$ cat config.mk
export PLATFORM = sky130hd
export DESIGN_NAME = video_timing_gen
export DESIGN_NICKNAME = d
export VERILOG_FILES = /design/src/rtl/video_timing_pkg.sv /design/src/rtl/delay_pipe.sv /design/src/rtl/video_timing_gen.sv
export SDC_FILE = /design/constraint.sdc
export NUM_CORES = 1
export LEC_CHECK = 0
export CAP_MARGIN = 0
export CORE_MARGIN = 2
export CORE_UTILIZATION = 50
export DETAILED_ROUTE_END_ITERATION = 10
export PLACE_DENSITY_LB_ADDON = 0.3
export SKIP_LAST_GASP = 1
export SYNTH_ARGS = -nofsm -noshare
export SYNTH_HDL_FRONTEND = slang
export SYNTH_HIERARCHICAL = 1
export SYNTH_SLANG_ARGS = --single-unit
export TNS_END_PERCENT = 30
$ cat constraint.sdc
create_clock -name clk -period 2.64 [get_ports clk]
set_input_delay 0.396 -clock clk [delete_from_list [all_inputs] [get_ports clk]]
set_output_delay 0.396 -clock clk [all_outputs]
set_load 0.1 [all_outputs]
$ cat src/rtl/video_timing_pkg.sv
// Video timing mode definitions: mode indices, per-mode timing struct and the mode table.
package video_timing_pkg;

  localparam int unsigned TW        = 12;
  localparam int unsigned NUM_MODES = 3;

  typedef enum logic [1:0] {
    MODE_640X480  = 2'd0,
    MODE_800X600  = 2'd1,
    MODE_1280X720 = 2'd2,
    MODE_RSVD     = 2'd3
  } mode_e;

  typedef struct packed {
    logic [TW-1:0] h_active;
    logic [TW-1:0] h_front;
    logic [TW-1:0] h_sync;
    logic [TW-1:0] h_back;
    logic [TW-1:0] v_active;
    logic [TW-1:0] v_front;
    logic [TW-1:0] v_sync;
    logic [TW-1:0] v_back;
    logic          h_pos;
    logic          v_pos;
  } mode_timing_t;

  localparam mode_timing_t MODE_TABLE [NUM_MODES] = '{
    '{12'd640,  12'd16,  12'd96,  12'd48,  12'd480, 12'd10, 12'd2, 12'd33, 1'b0, 1'b0},
    '{12'd800,  12'd40,  12'd128, 12'd88,  12'd600, 12'd1,  12'd4, 12'd23, 1'b1, 1'b1},
    '{12'd1280, 12'd110, 12'd40,  12'd220, 12'd720, 12'd5,  12'd5, 12'd20, 1'b1, 1'b1}
  };

  // Reserved index falls back to mode 0 so the counters always see a legal geometry.
  function automatic mode_timing_t timing_of(input logic [1:0] m);
    case (m)
      2'd1:    return MODE_TABLE[1];
      2'd2:    return MODE_TABLE[2];
      default: return MODE_TABLE[0];
    endcase
  endfunction

  function automatic logic [TW-1:0] h_total(input mode_timing_t t);
    return t.h_active + t.h_front + t.h_sync + t.h_back;
  endfunction

  function automatic logic [TW-1:0] v_total(input mode_timing_t t);
    return t.v_active + t.v_front + t.v_sync + t.v_back;
  endfunction

endpackage

$ cat src/rtl/delay_pipe.sv
// Generic fixed-depth register pipeline with synchronous reset to a supplied value.
module delay_pipe #(
  parameter int unsigned WIDTH = 1,
  parameter int unsigned DEPTH = 1
) (
  input  logic             clk,
  input  logic             rst,
  input  logic [WIDTH-1:0] rst_val,
  input  logic [WIDTH-1:0] din,
  output logic [WIDTH-1:0] dout
);

  if (DEPTH == 0) begin : g_wire
    logic unused_pipe;
    assign unused_pipe = ^{clk, rst, rst_val};
    assign dout        = din;
  end else begin : g_pipe
    logic [WIDTH-1:0] stage_q [DEPTH];
    logic [WIDTH-1:0] stage_d [DEPTH];

    always_comb begin
      stage_d[0] = din;
      for (int unsigned i = 1; i < DEPTH; i++) begin
        stage_d[i] = stage_q[i-1];
      end
    end

    always_ff @(posedge clk) begin
      for (int unsigned i = 0; i < DEPTH; i++) begin
        stage_q[i] <= rst ? rst_val : stage_d[i];
      end
    end

    assign dout = stage_q[DEPTH-1];
  end

endmodule

$ cat src/rtl/video_timing_gen.sv
// Multi-mode video timing generator: h/v counters, frame-boundary mode switching,
// registered sync/active/pulse decode followed by an equal-delay alignment pipe.
module video_timing_gen
  import video_timing_pkg::*;
#(
  parameter int unsigned CW         = 12,
  parameter int unsigned PIPE_DELAY = 2,
  parameter int unsigned RESET_MODE = 1
) (
  input  logic          clk,
  input  logic          rst,
  input  logic [1:0]    mode_sel,
  input  logic          mode_apply,
  output logic          mode_busy,
  output logic [1:0]    cur_mode,
  output logic [CW-1:0] pixel_x,
  output logic [CW-1:0] pixel_y,
  output logic          hsync,
  output logic          vsync,
  output logic          active,
  output logic          line_start,
  output logic          frame_start,
  output logic [15:0]   frame_count
);

  localparam logic [1:0]      RST_MODE   = 2'(RESET_MODE);
  localparam mode_timing_t    RST_TIMING = timing_of(RST_MODE);
  localparam int unsigned     OW         = 2 + 1 + 16 + 2*CW + 5;
  localparam logic [OW-1:0]   FLUSH      = {RST_MODE, 1'b0, 16'd0, {(2*CW){1'b0}},
                                            ~RST_TIMING.h_pos, ~RST_TIMING.v_pos, 3'b000};

  logic [CW-1:0] h_q, h_d, v_q, v_d;
  logic [1:0]    cur_mode_q, cur_mode_d, pend_mode_q, pend_mode_d;
  logic          busy_q, busy_d;
  logic [15:0]   frame_count_q, frame_count_d;
  logic [OW-1:0] out_q, out_d, out_pipe;

  mode_timing_t  tm;
  logic          h_last, v_last, h_in_sync, v_in_sync;
  logic [TW-1:0] hs_start, vs_start;

  // Counter advance; a pending mode takes effect only on the last pixel of a frame.
  always_comb begin
    tm            = timing_of(cur_mode_q);
    h_last        = (h_q == CW'(h_total(tm) - TW'(1)));
    v_last        = (v_q == CW'(v_total(tm) - TW'(1)));
    h_d           = h_q + CW'(1);
    v_d           = v_q;
    cur_mode_d    = cur_mode_q;
    pend_mode_d   = pend_mode_q;
    busy_d        = busy_q;
    frame_count_d = frame_count_q;
    if (h_last) begin
      h_d = '0;
      if (v_last) begin
        v_d           = '0;
        frame_count_d = frame_count_q + 16'd1;
        if (busy_q) begin
          cur_mode_d = pend_mode_q;
          busy_d     = 1'b0;
        end
      end else begin
        v_d = v_q + CW'(1);
      end
    end
    // Applied after the switch so a request on the boundary cycle targets the next frame.
    if (mode_apply && (mode_sel != 2'(MODE_RSVD))) begin
      pend_mode_d = mode_sel;
      busy_d      = 1'b1;
    end
  end

  always_comb begin
    hs_start  = tm.h_active + tm.h_front;
    vs_start  = tm.v_active + tm.v_front;
    h_in_sync = (h_q >= CW'(hs_start)) && (h_q < CW'(hs_start + tm.h_sync));
    v_in_sync = (v_q >= CW'(vs_start)) && (v_q < CW'(vs_start + tm.v_sync));
    out_d     = {cur_mode_q, busy_q, frame_count_q, h_q, v_q,
                 h_in_sync ~^ tm.h_pos,
                 v_in_sync ~^ tm.v_pos,
                 (h_q < CW'(tm.h_active)) && (v_q < CW'(tm.v_active)),
                 (h_q == '0),
                 (h_q == '0) && (v_q == '0)};
  end

  always_ff @(posedge clk) begin
    if (rst) begin
      h_q           <= '0;
      v_q           <= '0;
      cur_mode_q    <= RST_MODE;
      pend_mode_q   <= RST_MODE;
      busy_q        <= 1'b0;
      frame_count_q <= '0;
      out_q         <= FLUSH;
    end else begin
      h_q           <= h_d;
      v_q           <= v_d;
      cur_mode_q    <= cur_mode_d;
      pend_mode_q   <= pend_mode_d;
      busy_q        <= busy_d;
      frame_count_q <= frame_count_d;
      out_q         <= out_d;
    end
  end

  delay_pipe #(
    .WIDTH (OW),
    .DEPTH (PIPE_DELAY)
  ) u_align (
    .clk     (clk),
    .rst     (rst),
    .rst_val (FLUSH),
    .din     (out_q),
    .dout    (out_pipe)
  );

  assign {cur_mode, mode_busy, frame_count, pixel_x, pixel_y,
          hsync, vsync, active, line_start, frame_start} = out_pipe;

endmodule
==> results of run 1 <==
cells by family (layout without fill, tap and decap cells):
kind of cell    Yosys count  after routing  share of synthesized area [%]
fa+ha+maj                46             46                           7.48
compound gates           48             48                           3.93
xor+xnor                 37             37                           4.21
buf+inv                  52            141                           3.98
other cells               2             96                         0.0976
mux                     100            100                           16.5
simple gates            202            202                           14.6
flops                   189            189                           49.2
power by group through the flow:
stage | logic [mW] | registers [mW] | clock network [mW]
2_1_floorplan | 0.242 | 3.50 | 0
3_3_place_gp | 0.809 | 3.06 | 0
3_5_place_dp | 0.814 | 3.07 | 0
4_1_cts | 0.817 | 3.00 | 2.51
5_1_grt | 0.856 | 3.01 | 2.63
6_report | 0.817 | 3.00 | 2.46
per-stage QoR:
step / area (um2) / setup TNS [ns] / util [%]
5_1_grt: 9460 / -1.17 / 62.5
3_5_place_dp: 8740 / -0.00194 / 57.7
2_1_floorplan: 8050 / 0 / -
4_1_cts: 9320 / 0 / 61.5
3_3_place_gp: 8740 / 0 / 57.7
6_report: 9460 / 0 / 62.5
worst max-delay path, stage by stage, from the launching register on:
cell	delay, ns
dfxtp_2	0.35
inv_4	0.05
ha_4	0.29
or3b_1	0.36
a222oi_1	0.45
nand4_1	0.20
buf_6	0.19
or2_2	0.30
mux2_1	0.31
worst paths after layout:
path                           startpoint                             to  slack [ns]  depth (start not counted)
max                         cur_mode_q[0]                  cur_mode_q[1]        0.03                          8
min          u_align/g_pipe.stage_q[0][0]  u_align/g_pipe.stage_q[0][48]        0.45                          1
max reg2reg                 cur_mode_q[0]                  cur_mode_q[1]        0.03                          8
min reg2reg  u_align/g_pipe.stage_q[0][0]  u_align/g_pipe.stage_q[0][48]        0.45                          1
state kept, by name, summed over array words and instances, names as in the netlist:
name                    cells
cur_mode_q                  2
u_align/g_pipe.stage_q     96
pend_mode_q                 2
busy_q                      1
v_q                        12
h_q                        12
out_q                      48
frame_count_q              16
synth_stat cells (3+ instances only):
cell | instances | area share [%]
mux2_4 | 40 | 7.8
buf_2 | 7 | 0.46
nand2_1 | 19 | 0.93
a21o_1 | 3 | 0.29
nand4_1 | 12 | 0.98
nor3_1 | 8 | 0.52
nor2_1 | 61 | 3.0
clkbuf_1 | 13 | 0.63
or3_1 | 5 | 0.41
a21oi_1 | 18 | 1.2
nand3b_1 | 3 | 0.29
buf_6 | 3 | 0.44
nor3_2 | 6 | 0.78
and4_1 | 3 | 0.34
xor2_1 | 15 | 1.7
or2_2 | 5 | 0.41
mux2_2 | 56 | 8.2
buf_12 | 4 | 1.0
nand3_1 | 14 | 0.91
ha_1 | 46 | 7.5
dfxtp_1 | 189 | 49
nor2b_1 | 35 | 2.8
xnor2_1 | 22 | 2.5
inv_1 | 22 | 1.1
nand2b_1 | 8 | 0.65
o21ai_0 | 10 | 0.65
nor4_1 | 7 | 0.57
and3_1 | 5 | 0.41
mux2i_1 | 3 | 0.39
layout make-up:
| class | count | area share (%) |
|---|---|---|
| inverter | 22 | 0.899 |
| tap | 188 | 2.49 |
| clock buffer | 20 | 4.83 |
| sequential | 189 | 40.0 |
| multi-input combinational | 529 | 42.4 |
| timing repair buffer | 87 | 8.00 |
| clock inverter | 12 | 1.34 |
layer usage:
layer	up-vias	share of wire, %
li1	2565	-
met1	2350	48
met2	95	47
met3	19	3.8
met4	0	1.4
met5	-	0
repair_timing:
action                                  CTS  global route
gates resized for setup                   0            21
pin swaps                                 1             8
endpoints found under the setup margin    4            27
setup buffers                             0             2
hold buffers                              0             0
gates cloned                              0             2
==> results.cfg, run 1 <==
[outcome]
status = completed

[logic_synthesis]
synth_top_flop_cell = dfxtp_1
ys_ff_latch = 189
syn_area_per_cell_um2 = 11.4
syn_area_mm2 = 0.00770
postSynthCellCount = 676
yosys_warnings = 6
synth_edf_count = 0
ys_seq_area_share_pct = 49.2
synth.distinct_cells = 55
async_reset_ff_share_pct = 0

[timing]
hold_viol = 0
report.final.slew_viol_count = 0
timing.slew.headroom_pct = 55.9
max_freq_ghz = 0.383
min_period_ns = 2.61
rsz0062_at_grt = true
fin_crit_sh_pct = 99.0
whs_ns = 0.453
tightestPinTransition_ns = 0.661
worst_slack_ns = 0.0268
finalSetupViolCount = 0
skew_ns = 0.00875

[place]
dp_hpwl_mm = 9.48
place_congestion = 0.931
portBuffers = 52
dp_slack_ns = -0.00194
placedCellCount = 1011

[power_and_ir_drop]
p_seq_share_pct = 47.8
power.switching_mw = 1.70
p_int_mw = 4.58
clkPwrFrac_pct = 39.1
power_leakage_nw = 4.24
p_comb_share_pct = 13.0
power_density_mw_per_mm2 = 663
power_switching_share_pct = 27.0
irDropWorstVdd_mv = 0.418
total_power_mw = 6.27

[finish]
drive_gt1_share_pct = 27.6
area_delta_synth_final_pct = 23.0
register_area_mm2 = 0.00379
nets = 897
final_cell_mix = dfxtp_1, conb_1, buf_4
multi_input_comb_area_mm2 = 0.00402
layout_commonest_cell = dfxtp_1
diodes = 0
fin_cells = 1047
fillerInstances = 1200

[critical_path]
crit_required_ns = 2.95
start_kind = register
critPathMaxFanout = 6
critPathKind = register to register
end_kind = register
arrival_ns = 2.92

[clock_tree]
htreeDepth = 4
clock_sinks = 189
cts_tree = built
cts_inserted_buffers = 17
clk_pin_slew_worst_paths_ns = 0.07
root_buffer = clkbuf_16
clock_path_buffers = 2
worstSkewPairLatency_ns = 0.42

[die]
start_util_pct = 50.8
die_area_mm2 = 0.0164
die_w_um = 128
die_h_um = 128
rows = 45
coreArea_mm2 = 0.0151
boundaryPins = 53

[grt]
grt_use_met3_pct = 4.67
gr-total-overflow = 0
first_global_vias = 4799
use_met1_pct = 22.3
antenna_found_initial = 0
grt_pass1_wl_mm = 22.5
grt_use_total_pct = 17.3
use_met2_pct = 28.5
grt_max_degree = 68
top_usage_layer = met2

[routing]
ant_nets = 0
via_count = 5029
wl_per_cell_um = 13.0
drtIter0Drc = 238
drc = 0
drt-total-wl_mm = 13.6
viasPerCell = 4.80
drt_pass1_iterations = 4

[job]
maxCapViolCount = 0

[worst_hold_path]
min_path_type = register to register
No activity file was read; power rests on OpenSTA's default activity.
==> inputs of run 2 (changes only) <==
- MAX_ROUTING_LAYER: unset -> met4
- SETUP_SLACK_MARGIN: unset -> 0.4
==> results.cfg, run 2 (synthesis gave the netlist of run 1 again) <==
[clock_tree]
cts_tree = built
clk_pin_slew_worst_paths_ns = 0.07
cts_inserted_buffers = 17
root_buffer = clkbuf_16
holdBufCountCts = 0
clock_sinks = 189
htreeDepth = 4
worstSkewPairLatency_ns = 0.43
clock_path_buffers = 2

[grt]
antenna_found_initial = 0
first_global_vias = 4796
gr-total-overflow = 0
grt_pass1_wl_mm = 22.9
grt_max_degree = 80
grt_use_total_pct = 18.3

[power_and_ir_drop]
power_density_mw_per_mm2 = 657
total_power_mw = 6.26
power_leakage_nw = 4.28
irDropWorstVdd_mv = 0.437

[timing]
report.final.slew_viol_count = 0
rsz0062_at_grt = true
timing.slew.headroom_pct = 48.5
fin_crit_sh_pct = 95.8
hold_viol = 0
skew_ns = 0.00667
min_period_ns = 2.53
max_freq_ghz = 0.395
finalSetupViolCount = 0
tightestPinTransition_ns = 0.772

[critical_path]
end_kind = register
rrSetupSlack_ns = 0.11
slowest_delay_ns = 0.33
crit_required_ns = 2.99
slowest_stage = dfxtp_2
r2r-start = cur_mode_q[0]
r2r-end = frame_count_q[5]
crit_chain = inv_2, ha_4, buf_4, clkinvlp_4, ha_4, and4b_1, nand4_1, buf_4, buf_12, buf_8, or3_1, a21oi_1
critPathMaxFanout = 6
critPathKind = register to register
arrival_ns = 2.88
start_kind = register
reg2reg_depth = 12

[finish]
layout_commonest_cell = dfxtp_1
regMostFlops = u_align/g_pipe.stage_q
diodes = 0
final_cell_mix = dfxtp_1, conb_1, buf_4
utilization_pct = 62.9
area_delta_synth_final_pct = 23.8
reg.largest.list = u_align/g_pipe.stage_q: 96 flops, out_q: 48 flops, frame_count_q: 16 flops
largest_reg_flops = 96
drive_gt1_share_pct = 28.8
nets = 897

[worst_hold_path]
min_path_type = primary input to register
hold_start = rst
min_path_cells = 2
holdPathEnd = busy_q

[routing]
drt-total-wl_mm = 13.7
wl_met3_um = 499
ant_nets = 0
maxUsedRoutingLayer = met4
met1_length_mm = 6.75
viasPerCell = 4.76
via_count = 4985
drc = 0
routed-wl-met2_mm = 6.29
drt_pass1_iterations = 4
drtIter0Drc = 261
wl_per_cell_um = 13.1

[die]
coreArea_mm2 = 0.0151
die_w_um = 128
rows = 45
boundaryPins = 53
die_area_mm2 = 0.0164
start_util_pct = 50.8
die_h_um = 128

[outcome]
status = completed

[job]
maxCapViolCount = 0

[place]
portBuffers = 52
dp_hpwl_mm = 9.47
place_congestion = 0.891
-- run 2: power breakdown --
part	switching, mW	leakage (nW)	internal (mW)
Sequential	0.0339	1.56	2.97
Clock	1.16	0.280	1.28
Combinational	0.583	2.44	0.235
Total	1.78	4.28	4.48
-- run 2: routing by layer --
layer / GRT usage, % / vias to the layer above
met4: 6.66 / 0
met2: 27.7 / 92
met3: 4.59 / 15
met1: 23.8 / 2314
li1: - / 2564
met5: - / -
-- run 2: metrics by stage --
step | TNS [ns] | setup slack, ns | std cells | hold WS [ns] | cell area (um2)
3_3_place_gp | 0 | 0.103 | 1004 | 0.437 | 8720
4_1_cts | 0 | 0.0765 | 1047 | 0.457 | 9500
5_1_grt | -0.113 | -0.0258 | 1047 | 0.464 | 9530
3_5_place_dp | 0 | 0.0481 | 1004 | 0.441 | 8720
2_1_floorplan | 0 | 0.242 | 770 | 0.432 | 8090
6_report | 0 | 0.110 | 1047 | 0.449 | 9530
-- run 2: area by class of cell --
type                            count  area, um2
Clock buffer                       18        439
Clock inverter                     14        148
Inverter                           22       86.3
Fill cell                        1213       5610
Sequential cell                   189       3790
Timing Repair Buffer               86        739
Tap cell                          188        235
Multi-Input combinational cell    530       4100
-- run 2: what timing repair did --
action | in CTS | in global routing
gates resized for setup | 18 | 8
setup buffers | 9 | 0
setup endpoints to repair | 45 | 46
pin swaps | 10 | 7
cloned | 2 | 0
-- run 2: how the worst max path moves through the flow --
stage                     slack, ns                 to          start
after floorplan                0.24  frame_count_q[10]  cur_mode_q[0]
after global placement         0.10      cur_mode_q[1]  cur_mode_q[0]
after detailed placement       0.05      cur_mode_q[1]  cur_mode_q[1]
after CTS                      0.08   frame_count_q[5]  cur_mode_q[0]
after global routing          -0.03   frame_count_q[5]  cur_mode_q[0]
final                          0.11   frame_count_q[5]  cur_mode_q[0]
-- run 2: critical path: cells and delay by family (launching register included) --
| kind | cells | cell delay [ns] |
|---|---|---|
| buffers and inverters | 6 | 0.73 |
| AND/OR/NAND/NOR | 3 | 0.69 |
| adder cells (fa/ha/maj) | 2 | 0.54 |
| flip-flops | 1 | 0.33 |
| AO/OA/AOI/OAI | 1 | 0.15 |
